==> config.mk <==
export PLATFORM = sky130hd
export DESIGN_NAME = fpgaminer_work_loader_flat
export DESIGN_NICKNAME = d
export VERILOG_FILES = /design/src/rtl/fpgaminer_pkg.sv /design/src/rtl/fpgaminer_work_loader_if.sv /design/src/rtl/fpgaminer_nonce_fifo.sv /design/src/rtl/fpgaminer_work_loader.sv /design/src/flat_wrapper.sv
export SDC_FILE = /design/constraint.sdc
export NUM_CORES = 2
export LEC_CHECK = 0
export ABC_AREA = 1
export BUFFER_PORTS_ARGS = -buffer_cell sky130_fd_sc_hd__buf_2
export CAP_MARGIN = 30
export CORE_ASPECT_RATIO = 1.1
export CORE_MARGIN = 5
export CORE_UTILIZATION = 35
export DETAILED_ROUTE_END_ITERATION = 12
export PLACE_DENSITY = 0.63
export SLEW_MARGIN = 20
export SYNTH_ARGS = -nofsm -noshare
export SYNTH_HDL_FRONTEND = slang
export SYNTH_SLANG_ARGS = --single-unit
==> constraint.sdc <==
create_clock -name clk -period 6.9 [get_ports clk]
set_input_delay 0.345 -clock clk [delete_from_list [all_inputs] [get_ports clk]]
set_output_delay 0.345 -clock clk [all_outputs]
set_load 0.01 [all_outputs]
==> src/rtl/fpgaminer_pkg.sv <==
// Shared address map, CTRL/STATUS bit positions and the work item type for the work loader.
package fpgaminer_pkg;
  localparam logic [4:0] ADDR_DATA2_BASE    = 5'd0;
  localparam logic [4:0] ADDR_MIDSTATE_BASE = 5'd8;
  localparam logic [4:0] ADDR_CTRL          = 5'd16;
  localparam logic [4:0] ADDR_STATUS        = 5'd17;
  localparam logic [4:0] ADDR_NONCE         = 5'd18;
  localparam logic [4:0] ADDR_COUNT         = 5'd19;

  localparam int CTRL_LOAD       = 0;
  localparam int CTRL_CLR_STICKY = 1;

  localparam int STAT_WORK_VALID   = 0;
  localparam int STAT_FIFO_EMPTY   = 1;
  localparam int STAT_FIFO_FULL    = 2;
  localparam int STAT_LOAD_OVERRUN = 3;
  localparam int STAT_NONCE_OVF    = 4;

  typedef struct packed {
    logic [255:0] midstate;
    logic [255:0] data2;
  } work_t;
endpackage

==> src/rtl/fpgaminer_work_loader_if.sv <==
// Avalon-MM slave, work handshake and golden-nonce strobe of the work loader.
interface fpgaminer_work_loader_if;
  logic [4:0]   avs_address;
  logic         avs_write;
  logic [31:0]  avs_writedata;
  logic         avs_read;
  logic [31:0]  avs_readdata;
  logic [255:0] work_midstate;
  logic [255:0] work_data2;
  logic         work_valid;
  logic         work_ready;
  logic         nonce_valid;
  logic [31:0]  nonce;

  modport slave (
    input  avs_address, avs_write, avs_writedata, avs_read, work_ready, nonce_valid, nonce,
    output avs_readdata, work_midstate, work_data2, work_valid
  );
  modport master (
    output avs_address, avs_write, avs_writedata, avs_read, work_ready, nonce_valid, nonce,
    input  avs_readdata, work_midstate, work_data2, work_valid
  );
endinterface

==> src/rtl/fpgaminer_nonce_fifo.sv <==
// Golden-nonce FIFO; a push while full is dropped unless a pop frees a slot in the same cycle.
module fpgaminer_nonce_fifo #(
  parameter int FIFO_DEPTH = 8,
  parameter int CW         = $clog2(FIFO_DEPTH) + 1
) (
  input  logic          clk,
  input  logic          reset_n,
  input  logic          push_i,
  input  logic [31:0]   data_i,
  input  logic          pop_i,
  output logic [31:0]   head_o,
  output logic [CW-1:0] count_o,
  output logic          full_o,
  output logic          empty_o
);
  localparam int AW = $clog2(FIFO_DEPTH);

  logic [31:0]   mem_q [FIFO_DEPTH];
  logic [AW-1:0] wptr_q, rptr_q;
  logic [CW-1:0] count_q;
  logic          do_push, do_pop;

  assign full_o  = (count_q == CW'(FIFO_DEPTH));
  assign empty_o = (count_q == '0);
  assign do_pop  = pop_i && !empty_o;
  assign do_push = push_i && (!full_o || do_pop);
  assign head_o  = mem_q[rptr_q];
  assign count_o = count_q;

  always_ff @(posedge clk) begin
    if (do_push) mem_q[wptr_q] <= data_i;
  end

  always_ff @(posedge clk or negedge reset_n) begin
    if (!reset_n) begin
      wptr_q  <= '0;
      rptr_q  <= '0;
      count_q <= '0;
    end else begin
      if (do_push) wptr_q <= wptr_q + 1'b1;
      if (do_pop)  rptr_q <= rptr_q + 1'b1;
      count_q <= count_q + CW'(do_push) - CW'(do_pop);
    end
  end
endmodule

==> src/rtl/fpgaminer_work_loader.sv <==
// Double-buffered work loader with golden-nonce FIFO behind an Avalon-MM slave.
// Define FPGAMINER_WORK_AUTOLOAD_EN to commit automatically on a write to the last midstate word.
module fpgaminer_work_loader
  import fpgaminer_pkg::*;
#(
  parameter int FIFO_DEPTH = 8
) (
  input logic                    clk,
  input logic                    reset_n,
  fpgaminer_work_loader_if.slave bus
);
  localparam int CW = $clog2(FIFO_DEPTH) + 1;

  logic [15:0][31:0] shadow_q, shadow_d;
  work_t             work_q, work_d;
  logic              work_valid_q, work_valid_d;
  logic              ovr_q, ovr_d, novf_q, novf_d;
  logic [31:0]       rdata_q, rdata_d;
  logic              ctrl_wr, load, clr, commit, accept;
  logic              fifo_pop, fifo_full, fifo_empty;
  logic [31:0]       fifo_head;
  logic [CW-1:0]     fifo_count;

  always_comb begin
    shadow_d = shadow_q;
    if (bus.avs_write && !bus.avs_address[4]) shadow_d[bus.avs_address[3:0]] = bus.avs_writedata;
  end

  assign ctrl_wr = bus.avs_write && (bus.avs_address == ADDR_CTRL);
  assign load    = ctrl_wr && bus.avs_writedata[CTRL_LOAD];
  assign clr     = ctrl_wr && bus.avs_writedata[CTRL_CLR_STICKY];
`ifdef FPGAMINER_WORK_AUTOLOAD_EN
  assign commit  = load || (bus.avs_write && (bus.avs_address == ADDR_MIDSTATE_BASE + 5'd7));
`else
  assign commit  = load;
`endif
  assign accept  = work_valid_q && bus.work_ready;

  // Commit from shadow_d: a CTRL write never touches the shadow, and an autoload sees word 15 updated.
  assign work_d.data2    = shadow_d[7:0];
  assign work_d.midstate = shadow_d[15:8];
  assign work_valid_d    = commit ? 1'b1 : (accept ? 1'b0 : work_valid_q);

  // Set beats clear so an event coinciding with CLR_STICKY is not lost.
  assign ovr_d    = (ovr_q && !clr) || (commit && work_valid_q && !accept);
  assign novf_d   = (novf_q && !clr) || (bus.nonce_valid && fifo_full && !fifo_pop);
  assign fifo_pop = bus.avs_read && (bus.avs_address == ADDR_NONCE) && !fifo_empty;

  always_comb begin
    rdata_d = '0;
    if (!bus.avs_address[4]) rdata_d = shadow_q[bus.avs_address[3:0]];
    else begin
      case (bus.avs_address)
        ADDR_STATUS: begin
          rdata_d[STAT_WORK_VALID]   = work_valid_q;
          rdata_d[STAT_FIFO_EMPTY]   = fifo_empty;
          rdata_d[STAT_FIFO_FULL]    = fifo_full;
          rdata_d[STAT_LOAD_OVERRUN] = ovr_q;
          rdata_d[STAT_NONCE_OVF]    = novf_q;
        end
        ADDR_NONCE: rdata_d = fifo_empty ? 32'd0 : fifo_head;
        ADDR_COUNT: rdata_d = 32'(fifo_count);
        default:    rdata_d = '0;
      endcase
    end
  end

  always_ff @(posedge clk or negedge reset_n) begin
    if (!reset_n) begin
      shadow_q     <= '0;
      work_q       <= '0;
      work_valid_q <= 1'b0;
      ovr_q        <= 1'b0;
      novf_q       <= 1'b0;
      rdata_q      <= '0;
    end else begin
      shadow_q     <= shadow_d;
      if (commit) work_q <= work_d;
      work_valid_q <= work_valid_d;
      ovr_q        <= ovr_d;
      novf_q       <= novf_d;
      if (bus.avs_read) rdata_q <= rdata_d;
    end
  end

  fpgaminer_nonce_fifo #(.FIFO_DEPTH(FIFO_DEPTH)) u_fifo (
    .clk     (clk),
    .reset_n (reset_n),
    .push_i  (bus.nonce_valid),
    .data_i  (bus.nonce),
    .pop_i   (fifo_pop),
    .head_o  (fifo_head),
    .count_o (fifo_count),
    .full_o  (fifo_full),
    .empty_o (fifo_empty)
  );

  assign bus.avs_readdata  = rdata_q;
  assign bus.work_midstate = work_q.midstate;
  assign bus.work_data2    = work_q.data2;
  assign bus.work_valid    = work_valid_q;
endmodule

==> src/flat_wrapper.sv <==
// flat-port wrapper written by rule: the top's interface ports become plain ports
module fpgaminer_work_loader_flat import fpgaminer_pkg::*;
#(
  parameter int FIFO_DEPTH = 8
)
  (clk, reset_n, bus_avs_address, bus_avs_write, bus_avs_writedata, bus_avs_read, bus_work_ready, bus_nonce_valid, bus_nonce, bus_avs_readdata, bus_work_midstate, bus_work_data2, bus_work_valid);
  fpgaminer_work_loader_if bus_i ();
  input logic clk;
  input logic reset_n;
  input wire logic [$bits(bus_i.avs_address)-1:0] bus_avs_address;
  input wire logic [$bits(bus_i.avs_write)-1:0] bus_avs_write;
  input wire logic [$bits(bus_i.avs_writedata)-1:0] bus_avs_writedata;
  input wire logic [$bits(bus_i.avs_read)-1:0] bus_avs_read;
  input wire logic [$bits(bus_i.work_ready)-1:0] bus_work_ready;
  input wire logic [$bits(bus_i.nonce_valid)-1:0] bus_nonce_valid;
  input wire logic [$bits(bus_i.nonce)-1:0] bus_nonce;
  output wire logic [$bits(bus_i.avs_readdata)-1:0] bus_avs_readdata;
  output wire logic [$bits(bus_i.work_midstate)-1:0] bus_work_midstate;
  output wire logic [$bits(bus_i.work_data2)-1:0] bus_work_data2;
  output wire logic [$bits(bus_i.work_valid)-1:0] bus_work_valid;
  assign bus_i.avs_address = bus_avs_address;
  assign bus_i.avs_write = bus_avs_write;
  assign bus_i.avs_writedata = bus_avs_writedata;
  assign bus_i.avs_read = bus_avs_read;
  assign bus_i.work_ready = bus_work_ready;
  assign bus_i.nonce_valid = bus_nonce_valid;
  assign bus_i.nonce = bus_nonce;
  assign bus_avs_readdata = bus_i.avs_readdata;
  assign bus_work_midstate = bus_i.work_midstate;
  assign bus_work_data2 = bus_i.work_data2;
  assign bus_work_valid = bus_i.work_valid;
  fpgaminer_work_loader #(.FIFO_DEPTH(FIFO_DEPTH)) u_core (.clk(clk), .reset_n(reset_n), .bus(bus_i));
endmodule
==> run metrics <==
outcome completed; TritonCTS clock tree yes; H-tree levels 4; Fillers 15284; Compound-Gate Fraction of Synth Area 6.57%; FF-to-FF path depth 11; r2r endpoint u_core.u_fifo.mem_q[6][22]; maximum vdd drop 0.195 mV; crit path from bus_avs_address[1]; largest net degree at the start of global routing 208; Inserted Clock Buffers 142; final antenna-violating net count 0; max-cap violations 0; clk sinks 1325; DRT iter0 DRCs 4473; num rows 151; largest family of logic cells by synthesized area simple AND/OR/NAND/NOR gates; Leakage 33.0 nW; Die H 423 um; Worst R2R Start u_core.u_fifo.count_o[2]; final wirelength 202000 um; Crit path depth 12; synthesized-area fraction occupied by and/or/nand/nor cells 25.8%; core region area 0.154 sq mm; vias after detailed routing 44774; DP Cell Count 8494; Seq/Total Area, Yosys 63.6%; synth top area cells dfrtp_1 (49%), nand2_1 (20%), edfxtp_1 (14%); Root Driver clkbuf_16; slowest cell delay on critical path 530 ps; first-pass GRT wire length 296000 um; XOR/XNOR share of the synthesized area 0.0808%; post-synthesis adder-cell area fraction 0.222%; Yosys cell types 27; initial antenna violation count 6; layout cells sized above 1 14.2%; worst reg-to-reg setup slack 3770 ps; syn_nets 6227; via-per-instance ratio 5.10; final setup violation count 0; DR pass1 iterations 8; chip width 385 um; Initial Utilization 35.2%; Least-Margin Pin Slew 1090 ps; Syn. warnings 0; max-slew violations 0; Rel. slew slack 27.4%; Clock Latency Late Sink 800 ps; post-DP HPWL 130000 um; kind of cell adding the most delay to the critical path buffers and inverters; synthesized area 0.0542 sq mm; Final Non-Filler Cells 8787; I/O Buffers 619; PnR worst setup slack 3660 ps; final period utilization 47.0%; RSZ-0062 raised after global routing no; crit-path cells buf_6 -> inv_6 -> nor2_4 -> nand3_1 -> nor2_2 -> buf_4 -> nand2_1 -> nand2_1 -> nand2_1 -> or2_2 -> nor2_2 -> buf_4; buffer depth of the longest clock path 3; endpoints failing hold 0; Crit Path Category in2reg; Peak Freq 308 MHz; Synth top area share 49.4%; GRT Util Overall 24.4%; Final min period 3240 ps; Clk pin slew, worst setup/hold paths 60 ps; Layout area overhead 18.8%; cts repair resizes 0; Ports 620; pwr dens 330 mW/mm^2; WL per Instance 23.0 um; cells after synthesis 6143; Critical Path End Type flop; total negative setup slack 0 ps; CP Launch Type primary input; NumNets Final 6695; Most common cell on crit path nand2_1; vias in the first global route 44212; DRC Markers 0; CP bufs+invs 4; arrival time at the worst endpoint 3640 ps; Max FO, Critical Path 58; die area 0.163 sq mm; Slowest cell on crit path buf_6; worst hold path type in2reg; Clock Skews 44.7 ps; Setup crit end u_core.u_fifo.mem_q[6][22]; total power after layout 21.2 mW; GRT Residual Overflow 0; DP Worst Slack 2910 ps; average size of a mapped cell 8.82 sq um; Yosys top cell by area dfrtp_1; Final Util 41.8%; synthesized flop and latch total 1325; mux contribution to synthesized area 0%; worst path required time 7290 ps; routability-driven placement congestion ratio 0.850
[report_power, final]
group          switching [mW]  internal [mW]  leakage, nW
combinational            2.54           1.12         14.1
clock                    3.35           4.56         2.36
sequential              0.620           9.06         16.5
[logic make-up after synthesis]
family / count (synthesis)
fa+ha+maj: 9
flops: 1325
compound gates: 710
buf+inv: 526
xor+xnor: 5
simple gates: 3568
[cell type report]
type	instances	area, sq um	share of cell area [%]
Multi-Input combinational cell	4292	17800	27.7
Inverter	125	484	0.752
Timing Repair Buffer	725	4220	6.55
Tap cell	2065	2580	4.01
Clock inverter	53	734	1.14
Sequential cell	1325	34400	53.5
Antenna cell	2	5.00	0.00777
Clock buffer	200	4090	6.36
[cell usage after synthesis]
cell type / number
xor2_1: 4
xnor2_1: 1
nor2_1: 271
buf_2: 54
nor2_4: 2
a21oi_1: 32
o21bai_1: 2
nor4_4: 1
nor4_1: 1
fa_1: 1
nor2_2: 2
edfxtp_1: 256
nand2_1: 2938
or2_2: 1
nor3b_1: 1
nand3_1: 266
inv_1: 121
clkinv_1: 1
nand4_1: 83
inv_2: 3
nor3_2: 1
buf_1: 44
clkbuf_1: 303
o21ai_0: 676
dfrtp_1: 1069
ha_1: 8
nor3_1: 1
[worst register-to-register path, cell delays in order, from the launching register on]
cell	delay, ps
dfrtp_1	330
inv_1	80
ha_1	190
nor3b_1	160
nor2_2	100
buf_4	460
nand2_1	220
nand2_1	110
nand2_1	90
or2_2	350
nor2_2	100
buf_4	520
[cell usage in the layout, fill, tap and decap left out, types with 21 or more instances in the layout]
cell,Yosys,final
inv_1,121,118
buf_4,0,53
clkbuf_1,303,27
clkinv_2,0,21
a21oi_1,32,32
clkbuf_8,0,30
o21ai_0,676,676
nand4_1,83,83
dfrtp_1,1069,1067
nand2_1,2938,2922
nand3_1,266,266
nor2_1,271,260
clkbuf_16,0,143
dlygate4sd3_1,0,36
edfxtp_1,256,256
buf_2,54,617
[per-layer routing]
metal / global-route usage (%) / up-vias / share of wire [%]
li1: - / 20564 / -
met1: 31.3 / 21896 / 40
met2: 38.7 / 1931 / 46
met3: 5.81 / 383 / 8.4
met4: 12.2 / 0 / 5.6
met5: 0 / - / 0
[sequential cells by signal, indices dropped and copies added (netlist names)]
signal and cells:
u_core.u_fifo.wptr_q 3, u_core.ovr_q 1, u_core.u_fifo.mem_q 256, u_core.bus.work_valid 1, u_core.bus.avs_readdata 32, u_core.novf_q 1, u_core.u_fifo.count_o 4, u_core.bus.work_midstate 256
u_core.u_fifo.rptr_q 3, u_core.shadow_q 512, u_core.bus.work_data2 256
[what timing repair did]
item	in CTS	in global routing
setup buffers	0	0
endpoints found under the setup margin	0	0
hold buffers	36	0
endpoints found under the hold margin	382	0
[worst min path at each step]
| stage | startpoint | to | slack (ps) | cells after the start |
|---|---|---|---|---|
| 2_1_floorplan | reset_n | u_core.bus.avs_readdata[0] | 50 | 0 |
| 3_3_place_gp | u_core.bus.work_midstate[183] | u_core.bus.work_midstate[183] | 460 | 2 |
| 3_5_place_dp | u_core.bus.work_midstate[228] | u_core.bus.work_midstate[228] | 460 | 2 |
| 4_1_cts | bus_avs_read | u_core.bus.avs_readdata[14] | 10 | 3 |
| 5_1_grt | bus_avs_read | u_core.bus.avs_readdata[18] | 70 | 3 |
| 6_report | bus_avs_read | u_core.bus.avs_readdata[16] | 90 | 3 |
[metrics by stage]
stage	hold slack, ps	area [sq um]
3_5_place_dp	460	59100
6_report	87.8	64400
4_1_cts	12.6	64300
5_1_grt	68.3	64400
3_3_place_gp	460	59100
2_1_floorplan	49.4	54200
No activity file was read; power rests on OpenSTA's default activity.
